File: src/rtl/rr_mux4_arbiter_if.sv
// ---------------------------------------------------------------------------
// rr_mux4_arbiter_if
// Bundles the request/data/grant signals of the four-way round-robin mux
// arbiter.
//   req      : level request per requester (bit i = requester i)
//   din      : packed requester data, requester i at din[i*DW +: DW]
//   gnt      : one-hot grant, all-zero when idle
//   sel      : mux select (index of the granted requester)
//   dout     : data of the granted requester, 0 when nothing is granted
//   dout_vld : high while a grant is held
//   busy     : copy of dout_vld for sequencing logic
// The master modport is the requester side. The slave modport is the arbiter.
// ---------------------------------------------------------------------------
interface rr_mux4_arbiter_if #(
    parameter int DW = 1
);
    logic [3:0]      req;
    logic [4*DW-1:0] din;
    logic [3:0]      gnt;
    logic [1:0]      sel;
    logic [DW-1:0]   dout;
    logic            dout_vld;
    logic            busy;

    modport master (
        output req, din,
        input  gnt, sel, dout, dout_vld, busy
    );

    modport slave (
        input  req, din,
        output gnt, sel, dout, dout_vld, busy
    );
endinterface

File: src/rtl/rr_mux4_arbiter.sv
// ---------------------------------------------------------------------------
// rr_mux4_arbiter
// Shares one 4:1 datapath mux between four level-requesting clients.
// Arbitration is round-robin. The search starts at the requester after the
// last one granted. A single grant is held for at most MAX_HOLD consecutive
// cycles while other requesters are waiting.
// Ports:
//   clk   : clock; all state changes on the rising edge
//   rst_n : synchronous active-low reset
//   bus   : slave side of rr_mux4_arbiter_if (req/din in; gnt/sel/dout/
//           dout_vld/busy out)
// ---------------------------------------------------------------------------
module rr_mux4_arbiter #(
    parameter int DW       = 1,
    parameter int MAX_HOLD = 8
) (
    input  logic               clk,
    input  logic               rst_n,
    rr_mux4_arbiter_if.slave   bus
);

    // hold counter is at least one bit wide, even when MAX_HOLD is 1
    localparam int HCW = (MAX_HOLD > 1) ? $clog2(MAX_HOLD) : 1;
    localparam logic [HCW-1:0] HOLD_LAST = HCW'(MAX_HOLD - 1);

    typedef enum logic {
        IDLE  = 1'b0,
        GRANT = 1'b1
    } state_t;

    state_t         state_q, state_d;
    logic [1:0]     sel_q,   sel_d;
    logic [1:0]     ptr_q,   ptr_d;
    logic [HCW-1:0] hold_q,  hold_d;
    logic [3:0]     gnt_q,   gnt_d;
    logic           vld_q,   vld_d;

    logic           grant_new;
    logic [1:0]     new_sel;
    logic [3:0]     others;

    // Returns the first set bit of mask, searching from start upward (mod 4).
    // The 2-bit index wraps naturally.
    function automatic logic [1:0] pick(input logic [3:0] mask,
                                        input logic [1:0] start);
        logic [1:0] idx;
        logic [1:0] result;
        logic       found;
        result = start;
        found  = 1'b0;
        for (int k = 0; k < 4; k++) begin
            idx = start + 2'(k);
            if (!found && mask[idx]) begin
                result = idx;
                found  = 1'b1;
            end
        end
        return result;
    endfunction

    always_comb begin
        // NOTE: every combinational output gets a default first, so no path leaves it unassigned (no latch).
        state_d   = state_q;
        sel_d     = sel_q;
        ptr_d     = ptr_q;
        hold_d    = hold_q;
        grant_new = 1'b0;
        new_sel   = sel_q;
        others    = bus.req & ~(4'b0001 << sel_q);

        unique case (state_q)
            IDLE: begin
                if (bus.req != 4'b0000) begin
                    grant_new = 1'b1;
                    new_sel   = pick(bus.req, ptr_q);
                end
            end
            GRANT: begin
                if (!bus.req[sel_q]) begin
                    // Release. Re-arbitrate on the same edge so no idle cycle appears.
                    if (bus.req != 4'b0000) begin
                        grant_new = 1'b1;
                        new_sel   = pick(bus.req, ptr_q);
                    end else begin
                        state_d = IDLE;
                    end
                end else if (hold_q == HOLD_LAST) begin
                    // Expiry. Move to a waiting requester, or re-grant the
                    // current one if nobody else is asking.
                    grant_new = 1'b1;
                    new_sel   = (others != 4'b0000) ? pick(others, ptr_q) : sel_q;
                end else begin
                    hold_d = hold_q + 1'b1;
                end
            end
            default: state_d = IDLE;
        endcase

        if (grant_new) begin
            state_d = GRANT;
            sel_d   = new_sel;
            hold_d  = '0;
            ptr_d   = new_sel + 2'd1;
        end

        vld_d = (state_d == GRANT);
        gnt_d = vld_d ? (4'b0001 << sel_d) : 4'b0000;
    end

    // NOTE: sequential state uses non-blocking assignments only; the reset branch is checked first so it overrides everything else.
    always_ff @(posedge clk) begin
        if (!rst_n) begin
            state_q <= IDLE;
            sel_q   <= '0;
            ptr_q   <= '0;
            hold_q  <= '0;
            gnt_q   <= '0;
            vld_q   <= 1'b0;
        end else begin
            state_q <= state_d;
            sel_q   <= sel_d;
            ptr_q   <= ptr_d;
            hold_q  <= hold_d;
            gnt_q   <= gnt_d;
            vld_q   <= vld_d;
        end
    end

    assign bus.gnt      = gnt_q;
    assign bus.sel      = sel_q;
    assign bus.dout_vld = vld_q;
    assign bus.busy     = vld_q;
    // dout stays at 0 while idle, even though sel keeps its last value
    assign bus.dout     = vld_q ? bus.din[sel_q*DW +: DW] : '0;

endmodule

File: src/flat_wrapper.sv
// flat-port wrapper written by rule: the top's interface ports become plain ports
module rr_mux4_arbiter_flat 
#(
    parameter int DW       = 1,
    parameter int MAX_HOLD = 8
)
  (clk, rst_n, bus_req, bus_din, bus_gnt, bus_sel, bus_dout, bus_dout_vld, bus_busy);
  rr_mux4_arbiter_if #(.DW(DW)) bus_i ();
  input  logic clk;
  input  logic rst_n;
  input wire logic [$bits(bus_i.req)-1:0] bus_req;
  input wire logic [$bits(bus_i.din)-1:0] bus_din;
  output wire logic [$bits(bus_i.gnt)-1:0] bus_gnt;
  output wire logic [$bits(bus_i.sel)-1:0] bus_sel;
  output wire logic [$bits(bus_i.dout)-1:0] bus_dout;
  output wire logic [$bits(bus_i.dout_vld)-1:0] bus_dout_vld;
  output wire logic [$bits(bus_i.busy)-1:0] bus_busy;
  assign bus_i.req = bus_req;
  assign bus_i.din = bus_din;
  assign bus_gnt = bus_i.gnt;
  assign bus_sel = bus_i.sel;
  assign bus_dout = bus_i.dout;
  assign bus_dout_vld = bus_i.dout_vld;
  assign bus_busy = bus_i.busy;
  rr_mux4_arbiter #(.DW(DW), .MAX_HOLD(MAX_HOLD)) u_core (.clk(clk), .rst_n(rst_n), .bus(bus_i));
endmodule
File: config.mk
export PLATFORM = sky130hd
export DESIGN_NAME = rr_mux4_arbiter_flat
export DESIGN_NICKNAME = d
export VERILOG_FILES = /design/src/rtl/rr_mux4_arbiter_if.sv /design/src/rtl/rr_mux4_arbiter.sv /design/src/flat_wrapper.sv
export SDC_FILE = /design/constraint.sdc
export NUM_CORES = 1
export LEC_CHECK = 0
export CORE_UTILIZATION = 52
export CTS_BUF_LIST = sky130_fd_sc_hd__clkbuf_4 sky130_fd_sc_hd__clkbuf_8 sky130_fd_sc_hd__clkbuf_16
export DETAILED_ROUTE_END_ITERATION = 10
export GPL_ROUTABILITY_DRIVEN = 0
export PLACE_DENSITY = 0.86
export SYNTH_ARGS = -nofsm -noshare
export SYNTH_HDL_FRONTEND = slang
export SYNTH_SLANG_ARGS = --single-unit
File: constraint.sdc
create_clock -name clk -period 2.13 [get_ports clk]
set_clock_uncertainty 0.2 [all_clocks]
set_input_delay 0.3195 -clock clk [delete_from_list [all_inputs] [get_ports clk]]
set_output_delay 0.3195 -clock clk [all_outputs]
set_load 0.01 [all_outputs]
==> key figures, run 1 <==
Clocking
  • CTS H-tree lvls: 1
  • Clock Path Buffers: 2
  • # clock sinks: 12
  • Total CTS buffers: 3
  • Root cell of the clock tree: clkbuf_4

Placement
  • Count of input and output buffers: 18
  • Cells after DPL: 202
  • Final HPWL DP: 2602 um

Logic synthesis
  • EDFF count, synth: 0
  • Mapped Area: 1059 sq um
  • Sequential area share after synthesis: 22.70%
  • Synthesized net count: 140
  • Syn Inst Count: around 130
  • Mean area per synthesized cell: 8.270 sq um
  • Primary FF master, synth: dfxtp_1
  • Yosys cell types: 48
  • Yosys warns: 0
  • Async set-reset flop share out of synthesis: 0%
  • Yosys reg bits: 12

Status
  • First Error: [ERROR DPL-0033] detailed placement checks failed during check placement.
  • Outcome: did not finish
  • Fail Step: global routing (5_1_grt)

Floorplanning
  • Die height: about 47 um
  • Initial core utilization: between 50% and 60%
  • IO Pins: 19
  • Die width: ~47 um
  • Placement Rows: 15

Global route
  • Initial antenna violation count: 0
  • Largest net degree at the start of global routing: 11

Timing
  • Worst_ep kind: register input
  • End pin of the worst setup path after global-route repair: u_core.bus.sel[0]$_SDFF_PN0_/D
-- synthesized netlist by cell type (all sizes together), types with 2 or more instances --
| cell | count | area, sq um |
|---|---|---|
| a21oi | 12 | 60.06 |
| dfxtp | 12 | 240.2 |
| nand2 | 11 | 41.29 |
| nor2 | 11 | 41.29 |
| buf | 10 | 82.57 |
| nor2b | 8 | 57.55 |
| o211ai | 6 | 55.05 |
| o21ai | 6 | 30.03 |
| and2 | 5 | 31.28 |
| inv | 4 | 17.52 |
| mux2i | 4 | 40.04 |
| a22oi | 3 | 22.52 |
| nand2b | 3 | 18.77 |
| nand3 | 3 | 15.01 |
| a2111oi | 2 | 42.54 |
| a211oi | 2 | 15.01 |
| a21boi | 2 | 15.01 |
| ha | 2 | 25.02 |
| o2bb2ai | 2 | 23.77 |
| o31a | 2 | 26.28 |
-- per-stage QoR --
step | setup slack, ns | TNS, ns | instance area [sq um] | hold slack (ns)
CTS | -0.02601 | -0.02601 | 1627 | 0.3556
detailed placement | -0.4274 | -3.358 | 1524 | 0.3413
global placement | -0.3630 | -2.694 | 1524 | 0.3173
floorplan | 0.1099 | 0 | 1059 | 0.2412
-- cell families after synthesis --
| logic type | share of synthesized area [%] |
|---|---|
| AOI/OAI and AO/OA | 35.23 |
| and+or+nand+nor | 22.93 |
| buffers and inverters | 9.810 |
| DFF | 22.69 |
| muxes | 5.910 |
| adders and majority gates | 3.427 |
-- what timing repair did --
item / 4_1_cts
setup buffers: 5
hold buffers: 0
endpoints found under the hold margin: 0
gates resized for setup: 21
endpoints found under the setup margin: 9
pin swaps: 6
==> inputs of run 2 (changes only) <==
CORE_AREA = 2 2 63 65   (was not set)
CORE_UTILIZATION = not set   (was 52)
CTS_BUF_LIST = not set   (was sky130_fd_sc_hd__clkbuf_4 sky130_fd_sc_hd__clkbuf_8 sky130_fd_sc_hd__clkbuf_16)
DIE_AREA = 0 0 65 67   (was not set)
PLACE_DENSITY = not set   (was 0.86)
PLACE_DENSITY_LB_ADDON = 0.15   (was not set)
==> run 2 against run 1 <==
The flow now finishes, with violations (negative setup slack). Synthesized cell count is the same. Area after synthesis unchanged.
==> key figures, run 2 <==
Finish
  • Area Overhead vs Synth: 54.61%
  • Nets: 192
  • Max reg flops: 4
  • Share of cells above drive strength 1: between 30% and 40%
  • Filler cells: 362
  • Final Instance Area: about 1600 sq um
  • Final std cells w/o fill: roughly 230
  • Most common cell after layout, fill and taps aside: buf_4
  • Diode count: 0
  • Commonest non-fill, non-tap cells in the layout: 34 x buf_4, 13 x clkdlybuf4s50_1, 11 x nand2_1, 11 x a21oi_1

Route
  • Final wirelength: just over 3000 um
  • Starting DRT DRC Count: between 60 and 70
  • Number of remaining DRC errors: 0
  • Drt pass-1 iters: 4
  • Antenna Violating Nets Remaining: 0
  • DR WL/cell: ~14 um
  • Via count: 1163
  • Detailed-route vias per instance: just over 5

Logic synthesis
  • Yosys warns: 0 (unchanged)
  • Yosys reg bits: 12 (unchanged)
  • Synthesized net count: 140 (unchanged)
  • Most frequent cells after synthesis: 12 x a21oi_1, 12 x dfxtp_1, 11 x nand2_1, 11 x nor2_1, 7 x nor2b_1 (unchanged)
  • Yosys cell types: 48 (unchanged)
  • Async set-reset flop share out of synthesis: 0% (unchanged)
  • Synth top area cells: dfxtp_1 23%, a21oi_1 5.7%, buf_6 4.3% (unchanged)
  • Mapped Area: 1059 sq um (unchanged)
  • Syn Inst Count: 128 (unchanged)
  • Mean area per synthesized cell: 8.270 sq um (unchanged)
  • EDFF count, synth: 0 (unchanged)
  • Primary FF master, synth: dfxtp_1 (unchanged)
  • Sequential area share after synthesis: 22.70% (unchanged)
  • Largest area contributor in the netlist: dfxtp_1 (unchanged)
  • Top cell type's share of synthesized area: 22.70% (unchanged)

Timing
  • Setup repair after global routing missed its margin: yes
  • Final setup viols: 1
  • Worst slew margin: 78.26%
  • Worst setup margin: -0.008428 ns
  • Fin crit share: 100.4%
  • Final hold vios: 0
  • Final hold slack: 0.3388 ns
  • Min cycle time layout: between 2 and 2.5 ns
  • F_max: 0.4676 GHz
  • Post-Route Setup TNS: -0.008428 ns
  • Max Transition Viols Final: 0
  • Worst Max-Slew Pin Slew: between 0.3 and 0.4 ns

Placement
  • Cells after DPL: 216 (was 202)
  • Cell Area, Placed: 1473 sq um (was 1524 sq um)
  • Final HPWL DP: 2264 um (was 2602 um)
  • Count of input and output buffers: 18 (unchanged)

Status
  • Outcome: complete, but fails checks (was did not finish)
  • Violated checks: negative setup slack

Critical path
  • Startpoint Class: register
  • Critical Path End Type: register
  • R2R Path Start: u_core.bus.sel[0]
  • WP data required: about 2.1 ns
  • Crit path DAT: 2.11 ns
  • CP startpoint: u_core.bus.sel[0]
  • Critical path type: reg -> reg
  • R2R Setup Slk: -0.008 ns
  • Critical-path maximum fanout: 8

Pwr
  • Final Total Pwr: 1.153 mW
  • Clock Power Share: 17.6%
  • Power per Cell Area: 704.4 nW/um^2
  • Psw: 421.8 uW
  • Combinational power share: between 50% and 60%
  • Max IR drop VDD: approximately 0.53 mV
  • Internal: 731.0 uW
  • Sw Share: 36.59%
  • Seq pwr share: 25.8%
  • Cell leakage power: 0.6574 nW

Global route
  • Initial antenna violation count: 0
  • First-pass GRT wire length: 5347 um
  • Total grt overflow: 0
  • Vias in the first global route: about 1200
  • GRT Total Usage: between 15 and 20%
  • Largest net degree at the start of global routing: 10

Clocking
  • Total CTS buffers: 3 (unchanged)
  • Clock Latency Late Sink: 0.24 ns
  • Root cell of the clock tree: clkbuf_8 (was clkbuf_4)
  • Clock transition at path regs: 0.05 ns
  • CTS tree: built
  • CTS H-tree lvls: 1 (unchanged)
  • # clock sinks: 12 (unchanged)
  • Clock Path Buffers: 2 (unchanged)

Floorplanning
  • Initial core utilization: 29.35% (was 58.14%)
  • Die height: 67 um (was 47.12 um)
  • Placement Rows: 22 (was 15)
  • IO Pins: 19 (unchanged)
  • Area of the core: around 3600 sq um
  • Die width: 65 um (was 47.12 um)
  • Die area: ~4400 sq um

Flow run
  • Max Cap Viol: 0

Hold path
  • HP Start: u_core.hold_q[2]
  • Type of the most critical hold path: reg -> reg
[run 2: cell counts after synthesis]
No cell type changed its count.
[run 2: critical path, stage by stage, from the launching register on]
cell,delay [ns]
dfxtp_4,0.35
buf_12,0.13
nor2b_4,0.14
buf_12,0.12
a2111oi_4,0.23
o2bb2ai_2,0.18
a2111oi_4,0.09
o31a_4,0.31
a211o_1,0.24
o211ai_2,0.06
[run 2: final cells by class]
type                       instances  area (sq um)  area share [%]
multi-input combinational        101         760.7           46.48
sequential                        12         245.2           14.98
tap                               48         60.06           3.670
timing repair buffer              58         511.7           31.27
inverter                           4         17.52           1.070
clock buffer                       3         41.29           2.523
[run 2: cell families (layout without fill, tap and decap cells)]
| group | Yosys count | after routing | synth area share (%) |
|---|---|---|---|
| fa+ha+maj | 3 | 3 | 3.427 |
| buf+inv | 15 | 65 | 9.810 |
| simple gates | 46 | 46 | 22.93 |
| compound gates | 47 | 47 | 35.23 |
| flops | 12 | 12 | 22.69 |
| mux | 5 | 5 | 5.910 |
[run 2: stage by stage]
step	setup WS, ns	util (%)
after floorplan	0.1099	-
after global placement	-0.3790	40.84
after detailed placement	-0.4000	40.84
after CTS	-0.05901	44.38
after global routing	-0.1374	45.39
final	-0.008428	45.39
[run 2: repair_timing]
action | in CTS | in global routing
gates resized for setup | 17 | 7
gates cloned | 1 | 0
hold buffers | 0 | 0
pin swaps | 7 | 6
buffers inserted | 3 | 3
setup endpoints to repair | 9 | 9
[run 2: power groups by stage]
stage / logic [mW] / registers [mW] / clock network, mW
floorplan: 0.348 / 0.292 / 0
global placement: 0.571 / 0.307 / 0
detailed placement: 0.569 / 0.306 / 0
CTS: 0.629 / 0.295 / 0.212
global route: 0.710 / 0.301 / 0.216
finish: 0.651 / 0.298 / 0.203
[run 2: per-layer routing]
| layer | share of wire (%) | GRT usage, % | vias up |
|---|---|---|---|
| li1 | - | - | 570 |
| met1 | 42 | 18.80 | 542 |
| met2 | 50 | 27.19 | 41 |
| met3 | 5.3 | 2.027 | 10 |
| met4 | 2.9 | 6.915 | 0 |
| met5 | 0 | 0 | - |
[run 2: final timing paths]
kind,endpoint,cells past startpoint
max,u_core.ptr_q[1],9
min,u_core.hold_q[2],2
max reg2reg,u_core.ptr_q[1],9
min reg2reg,u_core.hold_q[2],2
Power figures use the tool's default switching activity.
==> inputs of run 3 (changes only) <==
clock period = 2.31 ns   (was 2.13 ns; I/O delays follow)
==> run 3 against run 2 <==
The run now ends clean. Worst setup slack improved by 0.077 ns. Count of clock-buffer cells in the layout rose by 1. Register-to-register slack improved by 0.08 ns. Global-route usage fell by 1.3 points. Sequential power fell by 10%. Power fell by 13%. Non-clock buffer count fell by 8. Wire length fell by 7.4%. Final cell count fell by 3.1%. Design area fell by 5.8%. Largest cell class unchanged.
==> key figures, run 3 (synthesis results as in run 2) <==
Route
  • Number of remaining DRC errors: 0 (unchanged)
  • Final wirelength: 2848 um (was 3077 um)
  • Detailed-route vias per instance: 5.082 (was 5.146)
  • Drt pass-1 iters: 5 (was 4)
  • Starting DRT DRC Count: 52 (was 68)
  • DR WL/cell: 13.00 um (was 13.62 um)
  • Via count: 1113 (was 1163)
  • Antenna Violating Nets Remaining: 0 (unchanged)

Hold path
  • Type of the most critical hold path: reg -> reg (unchanged)
  • HP Start: u_core.hold_q[1] (was u_core.hold_q[2])
  • Hold Crit Depth: 2 (unchanged)
  • WHS Endpoint: u_core.hold_q[1] (was u_core.hold_q[2])

Critical path
  • Critical-path maximum fanout: 9 (was 8)
  • Startpoint Class: register (unchanged)
  • Reg2reg path depth: 10 (was 9)
  • R2R Path Start: u_core.bus.sel[0] (unchanged)
  • Critical path type: reg -> reg (unchanged)
  • R2R Setup Slk: 0.07 ns (was -0.008 ns)
  • RR Endpoint: u_core.ptr_q[1] (unchanged)
  • Crit path DAT: 2.16 ns (was 2.11 ns)
  • WP data required: 2.23 ns (was 2.10 ns)
  • Critical Path End Type: register (unchanged)

Timing
  • Worst slew margin: 74.94% (was 78.26%)
  • Max Transition Viols Final: 0 (unchanged)
  • Final setup viols: 0 (was 1)
  • Final hold vios: 0 (unchanged)
  • Fin crit share: 97.03% (was 100.4%)
  • Min cycle time layout: 2.241 ns (was 2.138 ns)
  • Worst Max-Slew Pin Slew: 0.3742 ns (was 0.3239 ns)
  • F_max: 0.4461 GHz (was 0.4676 GHz)
  • Worst setup margin: 0.06858 ns (was -0.008428 ns)

Finish
  • Finished Core Util: 42.75% (was 45.39%)
  • Most common cell after layout, fill and taps aside: buf_4 (unchanged)
  • Share of cells above drive strength 1: 29.24% (was 35.96%)
  • Diode count: 0 (unchanged)
  • Nets: 184 (was 192)
  • Max reg flops: 4 (unchanged)
  • Area Overhead vs Synth: 45.63% (was 54.61%)
  • Commonest non-fill, non-tap cells in the layout: 31 x buf_4, 13 x clkdlybuf4s50_1, 12 x a21oi_1, 12 x dfxtp_1, 11 x nor2_1 (was 34 x buf_4, 13 x clkdlybuf4s50_1, 11 x nand2_1, 11 x a21oi_1)

Placement
  • Dpl ws: -0.2654 ns (was -0.4000 ns)
  • Final HPWL DP: 2188 um (was 2264 um)
  • Count of input and output buffers: 18 (unchanged)

Global route
  • Initial antenna violation count: 0 (unchanged)
  • GRT Total Usage: 14.16% (was 15.50%)
  • Vias in the first global route: 1146 (was 1164)
  • Total grt overflow: 0 (unchanged)
  • Largest net degree at the start of global routing: 20 (was 10)
  • First-pass GRT wire length: 4919 um (was 5347 um)

Clocking
  • Clock Latency Late Sink: 0.24 ns (about the same)
  • CTS tree: built (unchanged)
  • CTS H-tree lvls: 1 (unchanged)
  • Root cell of the clock tree: clkbuf_8 (unchanged)
  • Clock Path Buffers: 2 (unchanged)
  • Total CTS buffers: 3 (unchanged)
  • Clock transition at path regs: 0.05 ns (about the same)
  • # clock sinks: 12 (unchanged)
  • Hold_buf cts: 0 (unchanged)

Pwr
  • Max IR drop VDD: 0.4642 mV (was 0.5339 mV)
  • Cell leakage power: 0.6298 nW (was 0.6574 nW)
  • Power per Cell Area: 654.0 nW/um^2 (was 704.4 nW/um^2)

Floorplanning
  • Die area: 4355 sq um (unchanged)
  • IO Pins: 19 (unchanged)
  • Initial core utilization: 29.35% (unchanged)
  • Die width: 65 um (unchanged)
  • Placement Rows: 22 (unchanged)
  • Area of the core: 3606 sq um (unchanged)
  • Die height: 67 um (unchanged)

Status
  • Outcome: completed (was complete, but fails checks)

Flow run
  • Max Cap Viol: 0 (unchanged)
==> run 3: worst max-delay path, stage by stage, from the launching register on <==
cell and delay [ns]:
dfxtp_1 0.33, buf_4 0.16, mux2i_1 0.21, nand3_1 0.12
o211ai_1 0.36, buf_4 0.19, a32oi_1 0.05, buf_4 0.16
and3_1 0.15, nand3_1 0.09, o211ai_2 0.09
==> run 3: per-stage QoR <==
step / power [mW] / setup TNS (ns) / hold WS (ns) / std cells / cell area, sq um
2_1_floorplan: 0.5898 / 0 / 0.2682 / 128 / 1059
3_3_place_gp: 0.7791 / -1.517 / 0.3247 / 213 / 1450
3_5_place_dp: 0.7784 / -1.588 / 0.3363 / 213 / 1450
4_1_cts: 1.004 / 0 / 0.3481 / 217 / 1503
5_1_grt: 1.075 / -0.05273 / 0.3791 / 219 / 1541
6_report: 1.008 / 0 / 0.3403 / 219 / 1541
==> run 3: report_power, final <==
| part | internal, mW | total (mW) | switching [mW] | leakage [nW] |
|---|---|---|---|---|
| Combinational | 0.264 | 0.516 | 0.252 | 0.502 |
| Sequential | 0.240 | 0.268 | 0.0279 | 0.0987 |
| Clock | 0.150 | 0.224 | 0.0741 | 0.0288 |
==> run 3: worst max path at each step <==
stage / start / endpoint / cells after the start
floorplan: u_core.bus.sel[1] / u_core.bus.sel[0] / 8
global placement: bus_req[2] / u_core.ptr_q[1] / 9
detailed placement: bus_req[2] / u_core.ptr_q[1] / 9
CTS: bus_req[3] / u_core.ptr_q[1] / 8
global route: u_core.bus.sel[0] / u_core.ptr_q[1] / 10
finish: u_core.bus.sel[0] / u_core.ptr_q[1] / 10
==> run 3: layout make-up <==
| type | instances | area (sq um) |
|---|---|---|
| tap | 48 | 60.06 |
| inverter | 4 | 17.52 |
| multi-input combinational | 101 | 730.7 |
| clock buffer | 4 | 55.05 |
| timing repair buffer | 50 | 437.9 |
| fill | 374 | 2064 |
| sequential | 12 | 240.2 |
==> run 3: repair_timing <==
action                                 CTS  global route
pin swaps                                0             4
resized for setup                        2             8
setup endpoints to repair                3             7
setup buffers                            0             2
endpoints found under the hold margin    0             0
==> run 3: per-layer routing <==
metal | vias to the layer above | share of wire [%] | global-route usage [%]
li1 | 558 | - | -
met1 | 525 | 46 | 17.33
met2 | 21 | 50 | 24.87
met3 | 9 | 2.5 | 1.520
met4 | 0 | 1.9 | 6.383
met5 | - | 0 | 0
==> inputs of run 4 (changes only) <==
PLACE_DENSITY = 0.53   (was not set)
PLACE_DENSITY_LB_ADDON = not set   (was 0.15)
==> run 4 against run 3 <==
Sequential power increased by 3%. Design area grew 3.8%. Highest routed layer unchanged. First-iteration DRC count increased by 87%. Critical path depth decreased by 6. Non-clock buffer count increased by 3. Clock power about the same. Flip-flop and latch count is the same. Final cell count grew 1.4%. Hold slack got worse by 0.028 ns. Wire length increased by 4.4%.
==> key figures, run 4 (synthesis results as in run 2) <==
Status
  • Outcome: completed (unchanged)

Global route
  • Gr busiest metal: met2 (unchanged)
  • Met1 usage: 18.72% (was 17.33%)
  • Met3 usage: 2.196% (was 1.520%)
  • GRT Total Usage: 15.09% (was 14.16%)
  • Total grt overflow: 0 (unchanged)
  • Routing usage on met2: 25.52% (was 24.87%)
  • Largest net degree at the start of global routing: 20 (unchanged)
  • Initial antenna violation count: 0 (unchanged)
  • First-pass GRT wire length: 5188 um (was 4919 um)
  • Vias in the first global route: 1138 (was 1146)

Timing
  • Max Transition Viols Final: 0 (unchanged)
  • Worst slew margin: 77.52% (was 74.94%)
  • Final hold vios: 0 (unchanged)
  • Final hold slack: 0.3128 ns (was 0.3403 ns)
  • Min cycle time layout: 2.192 ns (was 2.241 ns)
  • F_max: 0.4562 GHz (was 0.4461 GHz)
  • Final setup viols: 0 (unchanged)
  • Setup repair after global routing missed its margin: no
  • Fin crit share: 94.89% (was 97.03%)
  • Worst Max-Slew Pin Slew: 0.3373 ns (was 0.3742 ns)

Hold path
  • Type of the most critical hold path: reg -> reg (unchanged)

Pwr
  • Sw Share: 35.55% (was 35.15%)
  • Final Total Pwr: 1.052 mW (was 1.008 mW)
  • Cell leakage power: 0.6497 nW (was 0.6298 nW)
  • Power per Cell Area: 657.4 nW/um^2 (was 654.0 nW/um^2)
  • Psw: 374.0 uW (was 354.3 uW)
  • Combinational power share: 52.4% (was 51.2%)
  • Internal: 678.0 uW (was 653.8 uW)
  • Max IR drop VDD: 0.3201 mV (was 0.4642 mV)
  • Clock Power Share: 21.4% (was 22.3%)
  • Seq pwr share: 26.2% (was 26.6%)

Clocking
  • Hold_buf cts: 0 (unchanged)
  • CTS tree: built (unchanged)
  • Clock transition at path regs: 0.05 ns (about the same)
  • # clock sinks: 12 (unchanged)
  • Clock Latency Late Sink: 0.24 ns (about the same)
  • Root cell of the clock tree: clkbuf_8 (unchanged)
  • Total CTS buffers: 3 (unchanged)
  • Clock Path Buffers: 2 (unchanged)
  • CTS H-tree lvls: 1 (unchanged)

Critical path
  • Critical path type: in -> out (was reg -> reg)
  • Startpoint Class: primary input (was register)
  • WP data required: 1.76 ns (was 2.23 ns)
  • Crit path DAT: 1.65 ns (was 2.16 ns)
  • Critical Path End Type: output pin (was register)
  • Critical Path Slowest Stage Cell: mux4_2 (was o211ai_1)
  • Critical path buffers and inverters: 2 (was 3)
  • Crit-path cells: clkdlybuf4s50_1, mux4_2, and2_1, dlygate4sd2_1 (was buf_4, mux2i_1, nand3_1, o211ai_1, buf_4, a32oi_1, buf_4, and3_1, nand3_1, o211ai_2)
  • Delay-heaviest family, CP: buffers and inverters (unchanged)
  • CP peak stage delay: 0.46 ns (was 0.36 ns)
  • Critical-path maximum fanout: 1 (was 9)

Finish
  • Seq. cell area: 247.7 sq um (was 240.2 sq um)
  • Most common cell after layout, fill and taps aside: buf_4 (unchanged)
  • Max reg flops: 4 (unchanged)
  • Area Overhead vs Synth: 51.18% (was 45.63%)
  • Share of cells above drive strength 1: 32.18% (was 29.24%)
  • Multi-input logic area: 743.2 sq um (was 730.7 sq um)
  • Diode count: 0 (unchanged)
  • Nets: 187 (was 184)
  • Commonest non-fill, non-tap cells in the layout: 32 x buf_4, 13 x clkdlybuf4s50_1, 12 x a21oi_1, 11 x nand2_1 (was 31 x buf_4, 13 x clkdlybuf4s50_1, 12 x a21oi_1, 12 x dfxtp_1, 11 x nor2_1)
  • Final std cells w/o fill: 222 (was 219)
  • Filler cells: 368 (was 374)
  • Finished Core Util: 44.38% (was 42.75%)

Floorplanning
  • IO Pins: 19 (unchanged)
  • Die height: 67 um (unchanged)
  • Placement Rows: 22 (unchanged)
  • Initial core utilization: 29.35% (unchanged)
  • Area of the core: 3606 sq um (unchanged)
  • Die width: 65 um (unchanged)
  • Die area: 4355 sq um (unchanged)

Route
  • Detailed-route vias per instance: 5.072 (was 5.082)
  • DR WL/cell: 13.40 um (was 13.00 um)
  • Antenna Violating Nets Remaining: 0 (unchanged)
  • Drt pass-1 iters: 4 (was 5)
  • Via count: 1126 (was 1113)
  • Starting DRT DRC Count: 97 (was 52)
  • Final wirelength: 2974 um (was 2848 um)
  • Number of remaining DRC errors: 0 (unchanged)

Flow run
  • Max Cap Viol: 0 (unchanged)

Placement
  • Final HPWL DP: 2200 um (was 2188 um)
  • Count of input and output buffers: 18 (unchanged)
  • Cells after DPL: 214 (was 213)
## run 4: path summary, 6_finish.rpt
kind | slack, ns | depth (start not counted) | start | to
max | 0.12 | 4 | bus_din[3] | bus_dout
min | 0.31 | 2 | u_core.ptr_q[0] | u_core.ptr_q[0]
max reg2reg | 0.12 | 8 | u_core.bus.sel[1] | u_core.ptr_q[1]
min reg2reg | 0.31 | 2 | u_core.ptr_q[0] | u_core.ptr_q[0]
## run 4: stage by stage
step	setup TNS [ns]	cell area [sq um]	setup slack (ns)
finish	0	1600	0.1181
global route	0	1600	0.001513
CTS	0	1526	0.04164
detailed placement	-2.297	1470	-0.3629
global placement	-2.047	1470	-0.3275
floorplan	0	1059	0.2899
## run 4: what timing repair did
item / in CTS / in global routing
gates resized for setup: 4 / 12
pin swaps: 0 / 5
endpoints found under the setup margin: 6 / 7
gates cloned: 0 / 0
buffers inserted: 0 / 4
## run 4: power groups by stage
stage                     registers, mW  clock network [mW]  logic [mW]
after global routing              0.279               0.245       0.601
after global placement            0.283                   0       0.497
after floorplan                   0.269                   0       0.320
final                             0.276               0.225       0.551
after CTS                         0.280               0.231       0.507
after detailed placement          0.283                   0       0.506
## run 4: tightest hold or removal path, stage by stage, from the launching register on
cell and delay [ns]:
dfxtp_4 0.34, o21ai_0 0.06, a21boi_0 0.07
## run 4: cell type report
type	instances	area share (%)
multi-input cells	101	46.44
clock buffers	4	3.440
repair buffers	53	29.79
inverters	4	1.095
well taps	48	3.753
flip-flops and latches	12	15.48
## run 4: metal layers
| layer | routed length, um | part of all wire (%) |
|---|---|---|
| met4 | 57 | 1.9 |
| met3 | 101 | 3.4 |
| met5 | 0 | 0 |
| met1 | 1315 | 44 |
| met2 | 1500 | 50 |
